[config.mk]
export PLATFORM = sky130hd
export DESIGN_NAME = operand2_shift_stage
export DESIGN_NICKNAME = d
export VERILOG_FILES = /design/src/rtl/operand2_shift_stage.sv
export SDC_FILE = /design/constraint.sdc
export NUM_CORES = 1
export LEC_CHECK = 0
export ABC_CLOCK_PERIOD_IN_PS = 2500
export BUFFER_PORTS_ARGS = -buffer_cell sky130_fd_sc_hd__buf_2
export CAP_MARGIN = 0
export CORE_UTILIZATION = 40
export CTS_BUF_LIST = sky130_fd_sc_hd__clkbuf_4
export DETAILED_ROUTE_END_ITERATION = 7
export GPL_ROUTABILITY_DRIVEN = 0
export PLACE_DENSITY_LB_ADDON = 0.05
export SETUP_SLACK_MARGIN = 0.1
export SLEW_MARGIN = 15
export SYNTH_ARGS = -nofsm -noshare
export SYNTH_HDL_FRONTEND = slang
export SYNTH_SLANG_ARGS = --single-unit
export TNS_END_PERCENT = 100
[constraint.sdc]
create_clock -name clk -period 2.5 [get_ports clk]
set_clock_uncertainty 0.1 [all_clocks]
set_input_delay 0 -clock clk [delete_from_list [all_inputs] [get_ports clk]]
set_output_delay 0 -clock clk [all_outputs]
set_load 0.005 [all_outputs]
[src/rtl/operand2_shift_stage.sv]
`default_nettype none
// ============================================================================
//  Module      : operand2_shift_stage
//  Description : Decodes the operand2 field of a data-processing instruction
//                into a barrel-shifter request. Decoded requests are held in
//                a 2-entry FIFO whose head drives the outputs directly.
//  Revision    : 1.0  initial release
// ============================================================================
module operand2_shift_stage #(
  parameter int W = 32
) (
  input  logic         clk,
  input  logic         reset,
  input  logic         flush,
  input  logic         in_valid,
  output logic         in_ready,
  input  logic         imm_flag,
  input  logic         reg_shift,
  input  logic [11:0]  op2_field,
  input  logic [W-1:0] rm_data,
  input  logic [7:0]   rs_data,
  output logic         out_valid,
  input  logic         out_ready,
  output logic [W-1:0] shift_data,
  output logic [4:0]   shamt,
  output logic [1:0]   control,
  output logic         shift32,
  output logic         shift_big,
  output logic         rrx
);

  // One record is {shift_data, shamt, control, shift32, shift_big, rrx}.
  localparam int REC_W = W + 10;

  logic [W-1:0]     dec_data;
  logic [4:0]       dec_shamt;
  logic [1:0]       dec_ctrl;
  logic             dec_s32;
  logic             dec_big;
  logic             dec_rrx;
  logic [REC_W-1:0] entry_d;

  logic [REC_W-1:0] mem_q [0:1];
  logic             rd_ptr_q, rd_ptr_d;
  logic             wr_ptr_q, wr_ptr_d;
  logic [1:0]       count_q, count_d;
  logic             push;
  logic             pop;
  logic [REC_W-1:0] head;

  // Operand2 decode: immediate rotate, immediate shift, or register shift.
  always_comb begin
    dec_data  = rm_data;
    dec_shamt = 5'd0;
    dec_ctrl  = op2_field[6:5];
    dec_s32   = 1'b0;
    dec_big   = 1'b0;
    dec_rrx   = 1'b0;
    if (imm_flag) begin
      dec_data      = '0;
      dec_data[7:0] = op2_field[7:0];
      dec_ctrl      = 2'b11;
      dec_shamt     = {op2_field[11:8], 1'b0};
    end else if (!reg_shift) begin
      dec_shamt = op2_field[11:7];
      // A zero immediate amount encodes LSR/ASR #32 and RRX.
      if (op2_field[11:7] == 5'd0) begin
        unique case (op2_field[6:5])
          2'b01, 2'b10: dec_s32 = 1'b1;
          2'b11: begin
            dec_rrx   = 1'b1;
            dec_shamt = 5'd1;
          end
          default: dec_shamt = 5'd0;
        endcase
      end
    end else begin
      // Rotates only care about the amount modulo 32.
      if (op2_field[6:5] == 2'b11) begin
        dec_shamt = rs_data[4:0];
      end else if (rs_data < 8'd32) begin
        dec_shamt = rs_data[4:0];
      end else if (rs_data == 8'd32) begin
        dec_s32 = 1'b1;
      end else begin
        dec_big = 1'b1;
      end
    end
  end

  assign entry_d = {dec_data, dec_shamt, dec_ctrl, dec_s32, dec_big, dec_rrx};

  // Readiness comes only from registered occupancy, never from out_ready.
  assign in_ready  = (count_q < 2'd2);
  assign out_valid = (count_q != 2'd0);
  assign push      = in_valid && in_ready && !flush;
  assign pop       = out_valid && out_ready && !flush;

  // Next-state for occupancy and pointers; flush empties the buffer.
  always_comb begin
    count_d  = count_q;
    rd_ptr_d = rd_ptr_q;
    wr_ptr_d = wr_ptr_q;
    if (flush) begin
      count_d  = 2'd0;
      rd_ptr_d = 1'b0;
      wr_ptr_d = 1'b0;
    end else begin
      if (push) wr_ptr_d = ~wr_ptr_q;
      if (pop)  rd_ptr_d = ~rd_ptr_q;
      unique case ({push, pop})
        2'b10:   count_d = count_q + 2'd1;
        2'b01:   count_d = count_q - 2'd1;
        default: count_d = count_q;
      endcase
    end
  end

  // Storage and pointer registers with asynchronous clear.
  always_ff @(posedge clk or posedge reset) begin
    if (reset) begin
      mem_q[0] <= '0;
      mem_q[1] <= '0;
      rd_ptr_q <= 1'b0;
      wr_ptr_q <= 1'b0;
      count_q  <= 2'd0;
    end else begin
      if (push) mem_q[wr_ptr_q] <= entry_d;
      rd_ptr_q <= rd_ptr_d;
      wr_ptr_q <= wr_ptr_d;
      count_q  <= count_d;
    end
  end

  // The head slot feeds the shifter directly; a push at count 1 writes the
  // other slot, so the head stays stable while stalled.
  assign head = mem_q[rd_ptr_q];
  assign {shift_data, shamt, control, shift32, shift_big, rrx} = head;

endmodule
`default_nettype wire

==> results.md <==
* Clk network pwr share at 23.6%
* Syn-to-layout area delta at 37.3%
* RSZ-0062 raised after global routing: no
* Worst Path Arrival at 2.46 ns
* # IOs at 103
* Avg WL per Cell at 13.9 um
* Max clock buf depth at 2
* Initial antenna violation count at 0
* Syn Std Cell Area at 0.00415 mm^2
* Status: complete, no violations
* H-tree Lvls at 3
* Num rows at 36
* Worst EP required at 2.74 ns
* Remaining Overflow, GRT at 0
* CORE AREA at 0.00991 mm^2
* Chip height at 104 um
* VDD IR max at 324 uV
* Mean Syn Cell Area at 10.1 um^2
* Routed wire length at 9940 um
* Sw Share at 28.4%
* Antenna viol nets, final at 0
* Post-DP HPWL at 6290 um
* Final max-slew violation count at 0
* Via density at 4.87
* Ys flop type: dfrtp_1
* Worst-Margin Slew at 0.775 ns
* Post-synth top area share at 53.1%
* Pin count of the biggest net entering global routing at 89
* TritonCTS Buffers at 9
* Total track usage at 19.3%
* Root buffer cell: clkbuf_4
* Share of layout cells above drive strength 1 at 30.1%
* Initial Util at 41.8%
* Endpoints failing setup at 0
* Net Switching at 1050 uW
* CP Launch Type: input pin
* Die X at 104 um
* Yosys reg bits at 88
* Yosys top cell by area: dfrtp_1
* Asr flop ratio synth at 100%
* Sequential share of power at 50.8%
* Maxcap violations at 0
* Clk sinks at 88
* Sequential area share after synthesis at 53.1%
* Die Area at 0.0108 mm^2
* Final Hold Viols at 0
* Internal power at 2650 uW
* Clock latency on the worst-skew pair at 0.42 ns
* Vias at 3,480
* Dpl cells at 626
* Ys Warns at 0
* Unique masters post-synth at 34
* DR pass1 iterations at 4
* Critical Path End Type: flop
* Crit path time final at 2.22 ns
* Antenna cells at 0
* Filler Cell Count at 926
* Post-synth EDFFs at 0
* Drt drc at 0
* Final #Nets at 638
* Synth area leaders: dfrtp_1 (53%), mux2_2 (11%), o21ai_0 (7.8%), nand2_1 (7.2%), nand2b_1 (4.2%)
* Storage element area at 0.00220 mm^2
* Slew HR at 48.0%
* Hold_ws at 0.0238 ns
* Crit Path Class: input pin to flop
* Wire length of the first global-routing pass at 16,700 um
* Port bufs at 102
* Hold WC Path Type: input pin to flop
* 1st-iter DRT viols at 84
* Gate Count Post-Synth at 411
* CTS tree: yes
* Crit path max fanout at 2
* Fin Setup TNS at 0 ns
* P per Cell Area at 651 mW/mm^2
* Combinational share of power at 25.6%
* Fmax at 0.450 GHz
* Multi-input gate area at 0.00182 mm^2
* Synth Net Count at 472
* CTS clk-pin slew, worst paths at 0.13 ns
* Non-filler cells, final at 715
* Number of global-route vias before repair at 3,447
* Fin crit share at 88.9%
* Leakage at 0.00269 uW
-- routing by layer --
metal	GRT usage (%)	routed length, um
met2	31.9	4710
met5	0	0
met3	3.02	315
met4	6.53	116
met1	25.7	4800
-- synth_stat cells (all sizes together) (3+ instances only) --
cell / n
buf: 15
nor2: 17
clkbuf: 14
o211ai: 5
nor2b: 3
o21ai: 72
nand2b: 28
nand4b: 4
dfrtp: 88
mux2i: 8
mux2: 42
nand2: 79
inv: 4
a31oi: 11
-- cell type report --
| class | instances | share of cell area [%] |
|---|---|---|
| clock buffer | 9 | 1.19 |
| clock inverter | 7 | 1.52 |
| inverter | 4 | 0.286 |
| multi-input combinational | 290 | 31.9 |
| sequential | 88 | 38.7 |
| tap | 133 | 2.92 |
| timing repair buffer | 184 | 23.4 |
-- worst max-delay path, cell delays in order --
cell and delay [ns]:
dlygate4sd3_1 0.54, buf_2 0.13, nor4_1 0.34, dlygate4sd3_1 0.60, nand4b_1 0.09, dlygate4sd3_1 0.60
a31oi_1 0.17
-- sequential cells by signal (all words and copies together) (netlist names) --
register,cells
rd_ptr_q,1
count_q,2
wr_ptr_q,1
mem_q,84
-- per-stage QoR --
step / setup slack [ns] / util [%] / instance area, um^2 / total power [uW]
floorplan: 0.121 / - / 4150 / 2400
global placement: 0.428 / 48.5 / 4810 / 2720
detailed placement: 0.378 / 48.5 / 4810 / 2740
CTS: 0.312 / 57.4 / 5690 / 3750
global route: 0.139 / 57.4 / 5690 / 3950
finish: 0.277 / 57.4 / 5690 / 3710
-- cell usage in the layout (no fill, tap or decap), drive strengths merged, types with 2 or more instances in the layout --
| cell | n |
|---|---|
| buf | 111 |
| nor4b | 2 |
| o41ai | 2 |
| bufinv | 2 |
| a31oi | 11 |
| ha | 2 |
| a41oi | 2 |
| clkbuf | 9 |
| nor2 | 17 |
| mux2i | 8 |
| mux2 | 42 |
| nand2 | 79 |
| clkinv | 6 |
| inv | 3 |
| o21ai | 72 |
| dlygate4sd3 | 73 |
| nand4b | 4 |
| o211ai | 5 |
| nor4 | 2 |
| nand2b | 28 |
| nor2b | 3 |
| dfrtp | 88 |
-- logic make-up after synthesis --
group                    share of synthesized area [%]
XOR/XNOR                                         0.423
multiplexers                                      13.3
flip-flops                                        53.1
AND/OR/NAND/NOR                                   16.5
buffers and inverters                             3.41
AO/OA/AOI/OAI                                     12.6
adder cells (fa/ha/maj)                          0.604
-- path summary, 6_finish.rpt --
path / end / slack [ns] / startpoint / depth (start not counted)
worst max-delay path: mem_q[2] / 0.28 / rs_data[0] / 7
worst min-delay path: mem_q[9] / 0.02 / rs_data[6] / 4
worst max register to register: mem_q[68] / 0.39 / count_q[1] / 4
worst min register to register: mem_q[34] / 0.39 / mem_q[34] / 2
max in group asynchronous: rd_ptr_q / 1.81 / reset / 4
min in group asynchronous: mem_q[24] / 0.11 / reset / 4
-- power by group through the flow --
stage | Clock, uW | Sequential (uW) | Combinational [uW]
5_1_grt | 961 | 1930 | 1060
2_1_floorplan | 0 | 1860 | 546
6_report | 876 | 1880 | 948
3_5_place_dp | 0 | 1910 | 830
3_3_place_gp | 0 | 1910 | 815
4_1_cts | 908 | 1880 | 955
-- repair_timing --
item | CTS | global route
endpoints found under the setup margin | 0 | 0
hold buffers | 73 | 0
gates resized for setup | 0 | 0
endpoints found under the hold margin | 176 | 0
setup buffers | 0 | 0
(Power assumes the default switching activity.)
